<file path="config.mk">
export PLATFORM = sky130hd
export DESIGN_NAME = alu_share_arbiter_flat
export DESIGN_NICKNAME = d
export VERILOG_FILES = /design/src/rtl/alu_share_arbiter_if.sv /design/src/rtl/alu_share_arbiter.sv /design/src/flat_wrapper.sv
export SDC_FILE = /design/constraint.sdc
export NUM_CORES = 1
export LEC_CHECK = 0
export ABC_AREA = 1
export CORE_MARGIN = 5
export CORE_UTILIZATION = 30
export CTS_CLUSTER_SIZE = 14
export DETAILED_ROUTE_END_ITERATION = 6
export PLACE_DENSITY = 0.75
export SLEW_MARGIN = 20
export SYNTH_ARGS = -nofsm -noshare
export SYNTH_HDL_FRONTEND = slang
export SYNTH_SLANG_ARGS = --single-unit
</file>
<file path="constraint.sdc">
create_clock -name clk -period 2.8 [get_ports clk]
set_clock_uncertainty 0.2 [all_clocks]
set_input_delay 0.84 -clock clk [delete_from_list [all_inputs] [get_ports clk]]
set_output_delay 0.84 -clock clk [all_outputs]
set_load 0.02 [all_outputs]
</file>
<file path="src/rtl/alu_share_arbiter_if.sv">
// Client request/response and shared-ALU signal bundle for alu_share_arbiter.
// slave = arbiter side, master = clients plus ALU side.
interface alu_share_arbiter_if #(
  parameter int N = 32
);
  logic         req_valid_0;
  logic         req_valid_1;
  logic         req_ready_0;
  logic         req_ready_1;
  logic [N-1:0] req_a_0;
  logic [N-1:0] req_a_1;
  logic [N-1:0] req_b_0;
  logic [N-1:0] req_b_1;
  logic [3:0]   req_op_0;
  logic [3:0]   req_op_1;
  logic         rsp_valid_0;
  logic         rsp_valid_1;
  logic         rsp_ready_0;
  logic         rsp_ready_1;
  logic [N-1:0] rsp_result;
  logic         rsp_zero;
  logic [N-1:0] alu_a;
  logic [N-1:0] alu_b;
  logic [3:0]   alu_ctrl;
  logic [N-1:0] alu_result;
  logic         alu_zero;

  modport slave (
    input  req_valid_0, req_valid_1,
    output req_ready_0, req_ready_1,
    input  req_a_0, req_a_1,
    input  req_b_0, req_b_1,
    input  req_op_0, req_op_1,
    output rsp_valid_0, rsp_valid_1,
    input  rsp_ready_0, rsp_ready_1,
    output rsp_result, rsp_zero,
    output alu_a, alu_b, alu_ctrl,
    input  alu_result, alu_zero
  );

  modport master (
    output req_valid_0, req_valid_1,
    input  req_ready_0, req_ready_1,
    output req_a_0, req_a_1,
    output req_b_0, req_b_1,
    output req_op_0, req_op_1,
    input  rsp_valid_0, rsp_valid_1,
    output rsp_ready_0, rsp_ready_1,
    input  rsp_result, rsp_zero,
    input  alu_a, alu_b, alu_ctrl,
    output alu_result, alu_zero
  );
endinterface

</file>
<file path="src/rtl/alu_share_arbiter.sv">
// Two-client arbiter/sequencer for one shared ALU (IDLE -> EXEC -> RESP).
// ALU_ARB_FIXED_PRIO_EN: client 0 always wins; default is round-robin.
module alu_share_arbiter #(
  parameter int N = 32
) (
  input logic               clk,
  input logic               rst_n,
  alu_share_arbiter_if.slave bus
);

  typedef enum logic [1:0] {
    IDLE,
    EXEC,
    RESP
  } state_e;

  state_e       state_q, state_d;
  logic         owner_q, owner_d;
  logic [N-1:0] a_q, a_d;
  logic [N-1:0] b_q, b_d;
  logic [3:0]   op_q, op_d;
  logic [N-1:0] res_q, res_d;
  logic         zero_q, zero_d;
  logic         gnt_0, gnt_1;
  logic         done;

`ifdef ALU_ARB_FIXED_PRIO_EN
  always_comb begin
    gnt_0 = bus.req_valid_0;
    gnt_1 = bus.req_valid_1 & ~bus.req_valid_0;
  end
`else
  logic ptr_q, ptr_d;

  // ptr only matters on contention; a lone valid always wins
  always_comb begin
    gnt_0 = bus.req_valid_0 & (~bus.req_valid_1 | ~ptr_q);
    gnt_1 = bus.req_valid_1 & (~bus.req_valid_0 | ptr_q);
  end
`endif

  assign done = owner_q ? bus.rsp_ready_1 : bus.rsp_ready_0;

  always_comb begin
    state_d = state_q;
    owner_d = owner_q;
    a_d     = a_q;
    b_d     = b_q;
    op_d    = op_q;
    res_d   = res_q;
    zero_d  = zero_q;
`ifndef ALU_ARB_FIXED_PRIO_EN
    ptr_d   = ptr_q;
`endif
    unique case (state_q)
      IDLE: begin
        if (gnt_0 | gnt_1) begin
          owner_d = gnt_1;
          a_d     = gnt_1 ? bus.req_a_1 : bus.req_a_0;
          b_d     = gnt_1 ? bus.req_b_1 : bus.req_b_0;
          op_d    = gnt_1 ? bus.req_op_1 : bus.req_op_0;
          state_d = EXEC;
        end
      end
      EXEC: begin
        res_d   = bus.alu_result;
        zero_d  = bus.alu_zero;
        state_d = RESP;
      end
      RESP: begin
        if (done) begin
          state_d = IDLE;
`ifndef ALU_ARB_FIXED_PRIO_EN
          ptr_d   = ~owner_q;
`endif
        end
      end
      default: state_d = IDLE;
    endcase
  end

  always_ff @(posedge clk or negedge rst_n) begin
    if (!rst_n) begin
      state_q <= IDLE;
      owner_q <= 1'b0;
      a_q     <= '0;
      b_q     <= '0;
      op_q    <= '0;
      res_q   <= '0;
      zero_q  <= 1'b0;
`ifndef ALU_ARB_FIXED_PRIO_EN
      ptr_q   <= 1'b0;
`endif
    end else begin
      state_q <= state_d;
      owner_q <= owner_d;
      a_q     <= a_d;
      b_q     <= b_d;
      op_q    <= op_d;
      res_q   <= res_d;
      zero_q  <= zero_d;
`ifndef ALU_ARB_FIXED_PRIO_EN
      ptr_q   <= ptr_d;
`endif
    end
  end

  assign bus.req_ready_0 = rst_n & (state_q == IDLE) & gnt_0;
  assign bus.req_ready_1 = rst_n & (state_q == IDLE) & gnt_1;
  assign bus.rsp_valid_0 = (state_q == RESP) & ~owner_q;
  assign bus.rsp_valid_1 = (state_q == RESP) & owner_q;
  assign bus.rsp_result  = res_q;
  assign bus.rsp_zero    = zero_q;
  assign bus.alu_a       = a_q;
  assign bus.alu_b       = b_q;
  assign bus.alu_ctrl    = op_q;

endmodule

</file>
<file path="src/flat_wrapper.sv">
// flat-port wrapper written by rule: the top's interface ports become plain ports
module alu_share_arbiter_flat 
#(
  parameter int N = 32
)
  (clk, rst_n, bus_req_valid_0, bus_req_valid_1, bus_req_ready_0, bus_req_ready_1, bus_req_a_0, bus_req_a_1, bus_req_b_0, bus_req_b_1, bus_req_op_0, bus_req_op_1, bus_rsp_valid_0, bus_rsp_valid_1, bus_rsp_ready_0, bus_rsp_ready_1, bus_rsp_result, bus_rsp_zero, bus_alu_a, bus_alu_b, bus_alu_ctrl, bus_alu_result, bus_alu_zero);
  alu_share_arbiter_if #(.N(N)) bus_i ();
  input logic clk;
  input logic rst_n;
  input wire logic [$bits(bus_i.req_valid_0)-1:0] bus_req_valid_0;
  input wire logic [$bits(bus_i.req_valid_1)-1:0] bus_req_valid_1;
  output wire logic [$bits(bus_i.req_ready_0)-1:0] bus_req_ready_0;
  output wire logic [$bits(bus_i.req_ready_1)-1:0] bus_req_ready_1;
  input wire logic [$bits(bus_i.req_a_0)-1:0] bus_req_a_0;
  input wire logic [$bits(bus_i.req_a_1)-1:0] bus_req_a_1;
  input wire logic [$bits(bus_i.req_b_0)-1:0] bus_req_b_0;
  input wire logic [$bits(bus_i.req_b_1)-1:0] bus_req_b_1;
  input wire logic [$bits(bus_i.req_op_0)-1:0] bus_req_op_0;
  input wire logic [$bits(bus_i.req_op_1)-1:0] bus_req_op_1;
  output wire logic [$bits(bus_i.rsp_valid_0)-1:0] bus_rsp_valid_0;
  output wire logic [$bits(bus_i.rsp_valid_1)-1:0] bus_rsp_valid_1;
  input wire logic [$bits(bus_i.rsp_ready_0)-1:0] bus_rsp_ready_0;
  input wire logic [$bits(bus_i.rsp_ready_1)-1:0] bus_rsp_ready_1;
  output wire logic [$bits(bus_i.rsp_result)-1:0] bus_rsp_result;
  output wire logic [$bits(bus_i.rsp_zero)-1:0] bus_rsp_zero;
  output wire logic [$bits(bus_i.alu_a)-1:0] bus_alu_a;
  output wire logic [$bits(bus_i.alu_b)-1:0] bus_alu_b;
  output wire logic [$bits(bus_i.alu_ctrl)-1:0] bus_alu_ctrl;
  input wire logic [$bits(bus_i.alu_result)-1:0] bus_alu_result;
  input wire logic [$bits(bus_i.alu_zero)-1:0] bus_alu_zero;
  assign bus_i.req_valid_0 = bus_req_valid_0;
  assign bus_i.req_valid_1 = bus_req_valid_1;
  assign bus_req_ready_0 = bus_i.req_ready_0;
  assign bus_req_ready_1 = bus_i.req_ready_1;
  assign bus_i.req_a_0 = bus_req_a_0;
  assign bus_i.req_a_1 = bus_req_a_1;
  assign bus_i.req_b_0 = bus_req_b_0;
  assign bus_i.req_b_1 = bus_req_b_1;
  assign bus_i.req_op_0 = bus_req_op_0;
  assign bus_i.req_op_1 = bus_req_op_1;
  assign bus_rsp_valid_0 = bus_i.rsp_valid_0;
  assign bus_rsp_valid_1 = bus_i.rsp_valid_1;
  assign bus_i.rsp_ready_0 = bus_rsp_ready_0;
  assign bus_i.rsp_ready_1 = bus_rsp_ready_1;
  assign bus_rsp_result = bus_i.rsp_result;
  assign bus_rsp_zero = bus_i.rsp_zero;
  assign bus_alu_a = bus_i.alu_a;
  assign bus_alu_b = bus_i.alu_b;
  assign bus_alu_ctrl = bus_i.alu_ctrl;
  assign bus_i.alu_result = bus_alu_result;
  assign bus_i.alu_zero = bus_alu_zero;
  alu_share_arbiter #(.N(N)) u_core (.clk(clk), .rst_n(rst_n), .bus(bus_i));
endmodule
</file>
==> impl_metrics.json, run 1 <==
{
  "post_cts_resized": 12,
  "ys_top_cells_by_area": "dfrtp_1 (48%), nand3_1 (22%), nand2_1 (15%), inv_1 (9.7%), buf_2 (1.6%)",
  "cts_tree": "yes",
  "drv_cap": 0,
  "nFillCells": 1745,
  "htree_levels": 3,
  "cp.arrival_ns": 1.57,
  "vias": 5755,
  "fin_crit_sh_pct": 93.16,
  "ys_seq_elements": 105,
  "synth_cell_types": 16,
  "cts_made_buffers": 9,
  "synth_async_sr_flop_share_pct": 100.0,
  "drt_wl_total_mm": 18.78,
  "drt_first_pass_iters": 5,
  "io_buffers": 279,
  "antenna_cells": 0,
  "grtUsageTotal_pct": 17.31,
  "yosysMostFrequentCell": "nand3_1",
  "synthFlopType": "dfrtp_1",
  "start_util_pct": 30.49,
  "grt_max_degree": 70,
  "peakVddDrop_mv": 0.7618,
  "hold_buffers": 0,
  "area_delta_synth_final_pct": 59.94,
  "seq_area_um2": 2628,
  "antenna_left": 0,
  "startpoint_type": "input pin",
  "coreArea_um2": 17960,
  "dieArea_um2": 21060,
  "ys_top_cells_by_count": "nand3_1 (237), nand2_1 (214), inv_1 (141)",
  "multi_input_area_um2": 2066,
  "drc": 0,
  "status": "finished, final reports clean",
  "finalCriticalPeriod_ns": 2.608,
  "drv_slew": 0,
  "cp.required_ns": 1.76,
  "io_pins": 280,
  "tightest_slew_ns": 0.8476,
  "postCtsSetupBuffers": 0,
  "synth-edff-count": 0,
  "wire_per_inst_um": 15.01,
  "power_density_nw_per_um2": 1026,
  "timing.slew.headroom_pct": 43.49,
  "syn_avg_cell_area_um2": 7.170,
  "syn_nets": 939,
  "place_area_um2": 8471,
  "clk_pin_slew_worst_paths_ns": 0.07,
  "hold_violations": 0,
  "grt_overflow": 0,
  "routabilityCongestion": 0.8329,
  "cts.sink_count": 105,
  "yosysTopAreaCellShare_pct": 47.97,
  "cts_root_buffer": "clkbuf_16",
  "nets": 1193,
  "max_freq_mhz": 383.4,
  "dp_hpwl_mm": 13.46,
  "cts_buffer_depth": 2,
  "final_area_um2": 8761,
  "p_leak_nw": 4.546,
  "antenna_found_initial": 1,
  "ys_seq_area_share_pct": 47.97,
  "grt_pass1_wl_mm": 30.17,
  "fin_ws_ns": 0.1915,
  "drtIter0Drc": 277,
  "hold_ws_ns": 0.2182,
  "grt_pass1_vias": 5639,
  "critPathKind": "input pin to output pin",
  "syn_inst": 764,
  "fp-row-count": 49,
  "rsz0062_at_grt": "no",
  "hp-class": "input pin to asynchronous set/reset pin",
  "fp.dieW_um": 145.1,
  "yosysWarnings": 0,
  "insertion_delay_ns": 0.34,
  "dp_slack_ns": -0.5084,
  "die_y_um": 145.1,
  "setup_viol": 0,
  "drt-vias-per-instance": 4.600,
  "worstSetupEndpointType": "output pin",
  "cp_max_fo": 3,
  "drive_gt1_share_pct": 4.305,
  "yosysTopAreaCell": "dfrtp_1",
  "fin_tns_setup_ns": 0,
  "syn_area_um2": 5478
}
## where the power goes
part | total (W) | internal (W) | switching (W)
Clock | 0.00128 | 0.000739 | 0.000542
Combinational | 0.00499 | 0.00215 | 0.00284
Sequential | 0.00272 | 0.00229 | 0.000428
## stage by stage
stage	std cells	util (%)	power, W
4_1_cts	1251	48.76	0.009107
3_5_place_dp	1236	47.15	0.007787
2_1_floorplan	764	-	0.005385
5_1_grt	1251	48.77	0.009634
3_3_place_gp	1236	47.15	0.007718
6_report	1251	48.77	0.008992
## layout by cell type, fill, tap and decap left out, drive strengths merged
cell type,synthesis,layout
clkdlybuf4s50,0,272
nand3,237,237
nand2,215,215
inv,144,144
dfrtp,105,105
buf,33,21
clkbuf,20,13
nor2,6,6
o21ai,2,2
dlygate4sd2,0,2
nor3,1,1
nand4,1,1
clkinvlp,0,1
bufinv,0,1
dlymetal6s2s,0,1
## layout make-up
class	instances	share of cell area [%]
Clock buffer	13	2.971
Clock inverter	2	0.4284
Inverter	144	6.170
Multi-Input combinational cell	462	23.58
Sequential cell	105	29.99
Tap cell	229	3.270
Timing Repair Buffer	296	33.59
## cell families after synthesis
logic type	Yosys count	share of synthesized area, %
and+or+nand+nor	460	37.19
buffers and inverters	197	14.66
DFF	105	47.97
AOI/OAI and AO/OA	2	0.1827
## critical path, cell delays in order
cell and delay [ns]:
dlygate4sd2_1 0.28, nand2_2 0.09, nand4_1 0.10, nor2_1 0.10, buf_2 0.17
## final timing paths
kind	slack [ns]	end	cells after the start	start
worst max-delay path	0.19	bus_req_ready_1	5	bus_req_valid_0
worst max register to register	0.94	u_core.bus.alu_a[0]	5	u_core.ptr_q
worst min-delay path	0.22	u_core.owner_q	2	rst_n
worst min register to register	0.27	u_core.bus.rsp_result[14]	2	u_core.bus.rsp_result[14]
min in group clk	0.27	u_core.bus.rsp_result[14]	2	u_core.bus.rsp_result[14]
max in group asynchronous	0.72	u_core.bus.alu_a[16]	3	rst_n
## flip-flops by register name, summed over array words and instances, names as in the netlist
name and count:
u_core.bus.alu_b 32, u_core.bus.rsp_zero 1, u_core.owner_q 1, u_core.bus.rsp_result 32, u_core.ptr_q 1, u_core.state_q 2
u_core.bus.alu_ctrl 4, u_core.bus.alu_a 32
## layer usage
layer	wire, um	share of wire [%]	vias to the layer above	track usage (%)
li1	-	-	2864	-
met1	7849	42	2607	21.76
met2	8538	45	257	27.72
met3	1988	11	25	6.299
met4	386	2.1	2	5.690
met5	13	0.069	-	0
Note: power is estimated with default switching activity, not from simulation.
==> run 2: changes to the inputs <==
--- a/config.mk
+++ b/config.mk
@@ -15,3 +15,4 @@
 export SYNTH_ARGS = -nofsm -noshare
 export SYNTH_HDL_FRONTEND = slang
 export SYNTH_SLANG_ARGS = --single-unit
+export TNS_END_PERCENT = 100
==> results of run 2 <==
No change in the layout: final DEF, timing and power equal those of run 1.
